## src/rtl/tt_sweep_capture_if.sv

```systemverilog
// Bundle between the sweep engine and whoever drives it: control, expected
// table, the 7-bit pattern drive, the function output f, and the results.
interface tt_sweep_capture_if;
   logic         start;
   logic         abort;
   logic [127:0] tt_exp;
   logic         x0, x1, x2, x3, x4, x5, x6;
   logic         f;
   logic         busy;
   logic         done;
   logic [127:0] tt_out;
   logic         match;
   logic [7:0]   mis_cnt;
   logic [6:0]   first_mis;
   logic [1:0]   dbg_state;

   modport master (
      output start, abort, tt_exp, f,
      input  x0, x1, x2, x3, x4, x5, x6,
      input  busy, done, tt_out, match, mis_cnt, first_mis, dbg_state
   );

   modport slave (
      input  start, abort, tt_exp, f,
      output x0, x1, x2, x3, x4, x5, x6,
      output busy, done, tt_out, match, mis_cnt, first_mis, dbg_state
   );
endinterface

```

## src/rtl/tt_sweep_capture.sv

```systemverilog
// Drives all 128 input patterns into a 7-input function, captures its truth
// table and compares it against an expected table latched at start.
module tt_sweep_capture #(
   parameter int unsigned SETTLE = 0
) (
   input logic             clk,
   input logic             rst,
   tt_sweep_capture_if.slave bus
);
   typedef enum logic [1:0] {
      IDLE = 2'd0,
      RUN  = 2'd1,
      DONE = 2'd2
   } state_t;

   localparam logic [3:0] SETTLE_L = 4'(SETTLE);

   state_t       state;
   logic [6:0]   idx;
   logic [6:0]   pat;
   logic [3:0]   wait_cnt;
   logic [127:0] exp_lat;
   logic [127:0] tt_out;
   logic [7:0]   mis_cnt;
   logic [6:0]   first_mis;
   logic         busy;
   logic         done;
   logic         match;
   logic         mis_now;

   assign mis_now = (bus.f != exp_lat[idx]);

   always_ff @(posedge clk) begin
      if (rst) begin
         state     <= IDLE;
         idx       <= '0;
         pat       <= '0;
         wait_cnt  <= '0;
         exp_lat   <= '0;
         tt_out    <= '0;
         mis_cnt   <= '0;
         first_mis <= '0;
         busy      <= 1'b0;
         done      <= 1'b0;
         match     <= 1'b0;
      end else begin
         done <= 1'b0;
         case (state)
            IDLE: begin
               pat <= '0;
               // abort dominates a simultaneous start
               if (bus.start && !bus.abort) begin
                  state     <= RUN;
                  busy      <= 1'b1;
                  idx       <= '0;
                  wait_cnt  <= '0;
                  exp_lat   <= bus.tt_exp;
                  tt_out    <= '0;
                  mis_cnt   <= '0;
                  first_mis <= '0;
                  match     <= 1'b0;
               end
            end
            RUN: begin
               if (bus.abort) begin
                  state <= IDLE;
                  busy  <= 1'b0;
                  match <= 1'b0;
                  pat   <= '0;
               end else if (wait_cnt == SETTLE_L) begin
                  tt_out[idx] <= bus.f;
                  wait_cnt    <= '0;
                  if (mis_now) begin
                     mis_cnt <= mis_cnt + 8'd1;
                     if (mis_cnt == 8'd0) first_mis <= idx;
                  end
                  if (idx == 7'd127) begin
                     state <= DONE;
                     busy  <= 1'b0;
                     done  <= 1'b1;
                     pat   <= '0;
                     // include the final sample, whose count update is not yet visible
                     match <= (mis_cnt == 8'd0) && !mis_now;
                  end else begin
                     idx <= idx + 7'd1;
                     pat <= idx + 7'd1;
                  end
               end else begin
                  wait_cnt <= wait_cnt + 4'd1;
               end
            end
            DONE: begin
               state <= IDLE;
               pat   <= '0;
            end
            default: state <= IDLE;
         endcase
      end
   end

   assign bus.x0        = pat[0];
   assign bus.x1        = pat[1];
   assign bus.x2        = pat[2];
   assign bus.x3        = pat[3];
   assign bus.x4        = pat[4];
   assign bus.x5        = pat[5];
   assign bus.x6        = pat[6];
   assign bus.busy      = busy;
   assign bus.done      = done;
   assign bus.tt_out    = tt_out;
   assign bus.match     = match;
   assign bus.mis_cnt   = mis_cnt;
   assign bus.first_mis = first_mis;
   assign bus.dbg_state = state;
endmodule
```

## src/flat_wrapper.sv

```systemverilog
// flat-port wrapper written by rule: the top's interface ports become plain ports
module tt_sweep_capture_flat 
#(
   parameter int unsigned SETTLE = 0
)
  (clk, rst, bus_start, bus_abort, bus_tt_exp, bus_f, bus_x0, bus_x1, bus_x2, bus_x3, bus_x4, bus_x5, bus_x6, bus_busy, bus_done, bus_tt_out, bus_match, bus_mis_cnt, bus_first_mis, bus_dbg_state);
  tt_sweep_capture_if bus_i ();
  input logic clk;
  input logic rst;
  input wire logic [$bits(bus_i.start)-1:0] bus_start;
  input wire logic [$bits(bus_i.abort)-1:0] bus_abort;
  input wire logic [$bits(bus_i.tt_exp)-1:0] bus_tt_exp;
  input wire logic [$bits(bus_i.f)-1:0] bus_f;
  output wire logic [$bits(bus_i.x0)-1:0] bus_x0;
  output wire logic [$bits(bus_i.x1)-1:0] bus_x1;
  output wire logic [$bits(bus_i.x2)-1:0] bus_x2;
  output wire logic [$bits(bus_i.x3)-1:0] bus_x3;
  output wire logic [$bits(bus_i.x4)-1:0] bus_x4;
  output wire logic [$bits(bus_i.x5)-1:0] bus_x5;
  output wire logic [$bits(bus_i.x6)-1:0] bus_x6;
  output wire logic [$bits(bus_i.busy)-1:0] bus_busy;
  output wire logic [$bits(bus_i.done)-1:0] bus_done;
  output wire logic [$bits(bus_i.tt_out)-1:0] bus_tt_out;
  output wire logic [$bits(bus_i.match)-1:0] bus_match;
  output wire logic [$bits(bus_i.mis_cnt)-1:0] bus_mis_cnt;
  output wire logic [$bits(bus_i.first_mis)-1:0] bus_first_mis;
  output wire logic [$bits(bus_i.dbg_state)-1:0] bus_dbg_state;
  assign bus_i.start = bus_start;
  assign bus_i.abort = bus_abort;
  assign bus_i.tt_exp = bus_tt_exp;
  assign bus_i.f = bus_f;
  assign bus_x0 = bus_i.x0;
  assign bus_x1 = bus_i.x1;
  assign bus_x2 = bus_i.x2;
  assign bus_x3 = bus_i.x3;
  assign bus_x4 = bus_i.x4;
  assign bus_x5 = bus_i.x5;
  assign bus_x6 = bus_i.x6;
  assign bus_busy = bus_i.busy;
  assign bus_done = bus_i.done;
  assign bus_tt_out = bus_i.tt_out;
  assign bus_match = bus_i.match;
  assign bus_mis_cnt = bus_i.mis_cnt;
  assign bus_first_mis = bus_i.first_mis;
  assign bus_dbg_state = bus_i.dbg_state;
  tt_sweep_capture #(.SETTLE(SETTLE)) u_core (.clk(clk), .rst(rst), .bus(bus_i));
endmodule
```

## config.mk

```make
export PLATFORM = sky130hd
export DESIGN_NAME = tt_sweep_capture_flat
export DESIGN_NICKNAME = d
export VERILOG_FILES = /design/src/rtl/tt_sweep_capture_if.sv /design/src/rtl/tt_sweep_capture.sv /design/src/flat_wrapper.sv
export SDC_FILE = /design/constraint.sdc
export NUM_CORES = 1
export LEC_CHECK = 0
export CAP_MARGIN = 40
export CORE_ASPECT_RATIO = 0.7
export CORE_MARGIN = 2
export CORE_UTILIZATION = 45
export DETAILED_ROUTE_END_ITERATION = 10
export GPL_ROUTABILITY_DRIVEN = 0
export PLACE_DENSITY = 0.7
export SYNTH_ARGS = -nofsm -noshare
export SYNTH_HDL_FRONTEND = slang
export SYNTH_SLANG_ARGS = --single-unit
```

## constraint.sdc

```tcl
create_clock -name clk -period 5.3 [get_ports clk]
set_input_delay 1.06 -clock clk [delete_from_list [all_inputs] [get_ports clk]]
set_output_delay 1.06 -clock clk [all_outputs]
set_load 0.05 [all_outputs]
```

==> results of run 1 <==
state kept, by name, summed over array words and instances, names as in the netlist:
name	cells
u_core.bus.tt_out	128
u_core.exp_lat	128
u_core.bus.mis_cnt	8
u_core.bus.first_mis	7
u_core.idx	7
u_core.pat	7
u_core.wait_cnt	4
u_core.bus.dbg_state	2
u_core.bus.busy	1
u_core.bus.done	1
u_core.bus.match	1
critical path, delay by kind of cell, from the launching register on:
kind                   cells  cell delay, ns
multiplexers               2            1.06
AND/OR/NAND/NOR            1            0.25
AO/OA/AOI/OAI              5            0.98
flip-flops                 1            0.90
buffers and inverters      1            0.36
synth_stat cells, types with 7 or more instances:
master       n
a21oi_1    408
buf_2       10
clkbuf_1   119
clkbuf_8     9
dfxtp_1    294
inv_1       14
mux4_1      17
mux4_2      15
nand2_1    410
nand3_1     14
nor2_1      42
nor3_1      21
o21ai_0    139
o22ai_1     12
o2bb2ai_1    7
or3_1        7
path summary, 6_finish.rpt:
check / startpoint / to / slack [ns] / cells past startpoint
max reg2reg: u_core.idx[1] / u_core.bus.mis_cnt[2] / 1.66 / 9
min reg2reg: u_core.exp_lat[34] / u_core.exp_lat[34] / 0.45 / 2
max: u_core.idx[1] / u_core.bus.mis_cnt[2] / 1.66 / 9
min: u_core.exp_lat[34] / u_core.exp_lat[34] / 0.45 / 2
cell type report:
class	count	share of cell area
Clock buffer	38	0.04790
Sequential cell	294	0.3484
Multi-Input combinational cell	1160	0.3668
Timing Repair Buffer	326	0.1928
Clock inverter	14	0.01347
Inverter	14	0.003109
Tap cell	371	0.02747
power groups by stage:
stage	Combinational (mW)	Sequential [mW]	Clock [mW]
floorplan	0.232	2.33	0
global placement	0.390	2.34	0
detailed placement	0.407	2.34	0
CTS	0.408	2.29	2.27
global route	0.453	2.29	2.37
finish	0.413	2.29	2.25
logic make-up after synthesis:
logic type | Yosys count
adder cells (fa/ha/maj) | 5
buffers and inverters | 160
AO/OA/AOI/OAI | 588
flip-flops | 294
AND/OR/NAND/NOR | 526
XOR/XNOR | 8
multiplexers | 33
per-stage QoR:
stage          hold slack (ns)  power, mW
2_1_floorplan           0.4291      2.563
3_3_place_gp            0.4384      2.726
3_5_place_dp            0.4443      2.743
4_1_cts                 0.4531      4.967
5_1_grt                 0.4632      5.109
6_report                0.4525      4.948
routing by layer:
| metal | routed length, microns | track usage |
|---|---|---|
| met2 | 17640 | 0.3965 |
| met1 | 19800 | 0.4249 |
| met3 | 3874 | 0.05660 |
| met4 | 892 | 0.05791 |
| met5 | 0 | 0 |
cells in the final DEF (no fill, tap or decap), drive strengths merged, types with 7 or more instances in the layout:
master and n:
mux4 32, o22ai 12, or3 7, dfxtp 294, nand2 410, buf 39
o2bb2ai 7, nor2 43, clkbuf 39, a21oi 409, clkdlybuf4s50 286, nor3 23
inv 14, o21ai 142, nand3 15
==> reports/metrics.yaml, run 1 <==
run_status:
  status: "completed"
floorplan:
  die_w_microns: 205.4
  initial_core_util: 0.4583
  core_area_sq_um: 27890
  ioPinCount: 288
  die_h_microns: 145.0
  dieArea_sq_um: 29780
  core.rowCount: 51
grt:
  grt_usage: 0.2766
  grt.overflow.total: 0
  grt_pass1_vias: 11720
  grt_first_pass_wirelength_microns: 66070
  antenna_found_initial: 0
  grt_max_degree: 144
yosys:
  synth-seq-cells: 294
  synth_top_area_share: 0.4605
  netlist_area_sq_um: 12780
  avgSynthCellArea_sq_um: 7.918
  ys.flop_type: "dfxtp_1"
  synthXorXnorAreaFrac: 0.005483
  synth_simple_gate_area_frac: 0.1688
  yosys_warnings: 0
  synth_fa_ha_area_frac: 0.004895
  syn_nets: 1752
  synthCells: 1614
  synth_edf_count: 0
  synthDistinctLibCells: 50
  synth_top_family_by_area: "compound AO/OA/AOI/OAI gates"
  ys_seq_area_frac: 0.4605
  synthMuxAreaShare: 0.06217
  synthTopCellsByArea: "dfxtp_1 46%, a21oi_1 16%, nand2_1 12%, o21ai_0 5.4%, clkbuf_1 3.5%"
  synth_largest_area_cell: "dfxtp_1"
  ys_async_sr_fraction: 0
  synth_compound_area_frac: 0.2378
layout:
  multi_input_area_sq_um: 6200
  seq_area_sq_um: 5888
  nNetsFinal: 1962
  utilization: 0.6060
  finalNonFillerCells: 2217
  drive_above_1_share: 0.07042
  n_fill_cell: 2436
  fin_area_sq_um: 16900
  n_antenna_cell: 0
  area_growth_pct: 32.24
setup_path:
  cp_slowest_cell: "dfxtp_2"
  arrival_ns: 4.10
  cp_max_fo: 30
  cp.required_ns: 5.77
  path_common_cell: "o21ai_0"
  max_stage_delay_ns: 0.90
  path_cells: "buf_4, mux4_1, o22ai_1, o21ai_0, o211ai_1, nand4_2, mux2i_1, o21ai_0, a21oi_1"
  startpoint_type: "flip-flop"
  worst-setup-path-type: "flip-flop to flip-flop"
  cp-end-kind: "flip-flop"
sta:
  finalClockSkew_ns: 0.01521
  drv_slew: 0
  worst_pin_slew_ns: 0.9986
  min_period_ns: 3.636
  fmax_mhz: 275.0
  fin_ws_ns: 1.664
  setup_tns_ns: 0
  hold_viol: 0
  finalCritPeriodShare: 0.6861
  slew_headroom: 0.3313
  setup_viol: 0
  rsz0062_at_grt: "false"
route:
  vias: 12490
  routedWlPerCell_microns: 19.04
  dr.pass1.iters: 5
  routed_via_density: 5.632
  initialDrtViolationCount: 1070
  drc: 0
  finalWirelength_microns: 42200
  postRouteAntennaNets: 0
cts:
  path_clk_slew_ns: 0.06
  clock_latency_ns: 0.55
  cts.repair.resized: 0
  cts_tree: "built"
  post_cts_buffers: 0
  cts_buffers: 28
  cts-root-buf: "clkbuf_16"
  cts_hold_buf: 0
  cts.sinks: 294
  cts_max_level: 1
  cts_buffer_depth: 3
placement:
  dpl.hpwl_microns: 27500
  dpl-instance-area_sq_um: 15830
  pre_cts_ws_ns: 1.248
  dp.cells: 2163
  io_buffers: 287
run:
  drv_cap: 0
power:
  seqPwrFrac: 0.462
  share_comb_of_total_power: 0.083
  p_switching_mw: 1.146
  power_density_nw_per_um2: 292.8
  swShare: 0.2316
  p_int_mw: 3.802
  clockPowerShare: 0.455
  vdd_drop_max_uv: 190.4
  leakage_nw: 5.807
hold_path:
  hold_path_class: "flip-flop to flip-flop"
(Power assumes the default switching activity.)
==> run 2: changes to the inputs <==
PLACE_DENSITY = 0.73   (was 0.7)
clock period = 3.08 ns   (was 5.3 ns; I/O delays follow)
==> reports/metrics.yaml, run 2 (same netlist as run 1, synthesis figures left out) <==
run_status:
  status: "completed"
setup_path:
  worst_r2r_startpoint: "u_core.idx[0]"
  max_stage_delay_ns: 0.51
  arrival_ns: 3.43
  cp-end-kind: "flip-flop"
  startpoint_type: "flip-flop"
  worstRegToRegCells: 10
  cp_slowest_cell: "or4_1"
  path_cells: "buf_12, buf_4, mux4_2, o22ai_1, a211oi_1, o211ai_1, nand4_2, mux2i_4, or4_1, a21oi_1"
  cp.required_ns: 3.55
  worst-setup-path-type: "flip-flop to flip-flop"
  cp_max_fo: 13
  rr_endpoint: "u_core.bus.mis_cnt[3]"
  reg2reg_slack_ns: 0.13
floorplan:
  core.rowCount: 51
  dieArea_sq_um: 29780
  die_w_microns: 205.4
  core_area_sq_um: 27890
  die_h_microns: 145.0
  ioPinCount: 288
  initial_core_util: 0.4583
cts:
  cts-root-buf: "clkbuf_16"
  path_clk_slew_ns: 0.06
  cts_tree: "built"
  clock_latency_ns: 0.55
  cts_max_level: 1
  cts_buffers: 29
  cts.sinks: 294
  cts_buffer_depth: 3
layout:
  drive_above_1_share: 0.08101
  n_antenna_cell: 0
  fin_area_sq_um: 17060
  nNetsFinal: 1984
  final_common_cell: "nand2_1"
  area_growth_pct: 33.47
  utilization: 0.6117
  largestRegisters: "u_core.bus.tt_out x128, u_core.exp_lat x128, u_core.bus.mis_cnt x8"
  final_cell_mix: "409 x nand2_1, 408 x a21oi_1, 292 x dfxtp_1"
  finalNonFillerCells: 2235
route:
  postRouteAntennaNets: 0
  routed_via_density: 5.681
  vias: 12700
  drc: 0
  dr.pass1.iters: 6
  finalWirelength_microns: 42610
  routedWlPerCell_microns: 19.06
  initialDrtViolationCount: 1251
grt:
  grt_pass1_vias: 12050
  grt_usage: 0.2796
  grt_max_degree: 132
  grt_first_pass_wirelength_microns: 66770
  antenna_found_initial: 0
  grt.overflow.total: 0
sta:
  worst_pin_slew_ns: 0.9051
  setup_viol: 0
  min_period_ns: 2.954
  slew_headroom: 0.3944
  finalClockSkew_ns: 0.02013
  hold_viol: 0
  finalCritPeriodShare: 0.9590
  fmax_mhz: 338.6
  drv_slew: 0
  fin_hold_ws_ns: 0.4498
placement:
  dpl.hpwl_microns: 28430
  dpl-instance-area_sq_um: 16050
  io_buffers: 287
  dp.cells: 2181
power:
  vdd_drop_max_uv: 380.0
  leakage_nw: 5.893
  power_density_nw_per_um2: 482.4
run:
  drv_cap: 0
hold_path:
  hold_path_depth: 2
  holdCritStartpoint: "u_core.exp_lat[29]"
  min_to: "u_core.exp_lat[29]"
  hold_path_class: "flip-flop to flip-flop"
==> run 2: cell count changes in the layout (fill, tap and decap cells not counted), moves of 3 or more <==
| cell | delta |
|---|---|
| buf_12 | +11 |
| bufinv_16 | -3 |
| buf_16 | -3 |
| buf_4 | +14 |
| clkbuf_1 | +3 |
| clkinvlp_4 | -3 |
==> run 2: area by class of cell <==
cell class / instances / area (sq um)
Fill cell: 2458 / 10830
Clock buffer: 41 / 820.8
Sequential cell: 294 / 5893
Tap cell: 371 / 464.2
Multi-Input combinational cell: 1160 / 6222
Inverter: 14 / 52.55
Clock inverter: 8 / 115.1
Timing Repair Buffer: 347 / 3490
==> run 2: worst max path at each step <==
stage,start,slack (ns),to
global placement,u_core.idx[0],0.11,u_core.bus.mis_cnt[2]
floorplan,u_core.bus.dbg_state[0],0.55,u_core.bus.tt_out[65]
global route,u_core.idx[0],-0.005,u_core.bus.mis_cnt[7]
CTS,u_core.idx[0],0.07,u_core.bus.mis_cnt[3]
detailed placement,u_core.idx[0],-0.007,u_core.bus.mis_cnt[1]
finish,u_core.idx[0],0.13,u_core.bus.mis_cnt[3]
==> run 2: worst max-delay path: cells and delay by family (launching register included) <==
| kind | cells | cell delay [ns] |
|---|---|---|
| AOI/OAI and AO/OA | 4 | 0.62 |
| muxes | 2 | 0.81 |
| buffers and inverters | 2 | 0.31 |
| DFF | 1 | 0.39 |
| and+or+nand+nor | 2 | 0.77 |
==> run 2: power by group <==
group,total (mW),internal [mW],leakage (nW),switching [mW]
registers,3.94,3.89,2.38,0.0511
clock network,3.56,2.09,0.464,1.48
logic,0.728,0.324,3.05,0.403
total,8.23,6.30,5.89,1.93
==> run 2: what timing repair did <==
item                                    4_1_cts  5_1_grt
setup buffers                                 0        5
endpoints found under the setup margin        5       13
pin swaps                                     0        2
resized for setup                             1        6
hold buffers                                  0        0
==> run 2: per-layer routing <==
layer,global-route usage,wire (microns),vias to the layer above
met5,0,0,-
met4,0.06906,1013,0
met3,0.04313,3317,64
met2,0.4090,18340,517
met1,0.4280,19940,6087
li1,-,-,6029
==> run 2: stage by stage <==
step	power, mW	TNS (ns)	setup WS [ns]
after floorplan	4.411	0	0.5464
after detailed placement	4.735	-0.006562	-0.006562
after CTS	8.251	0	0.07448
final	8.229	0	0.1264
after global placement	4.718	0	0.1143
after global routing	8.507	-0.01174	-0.005262
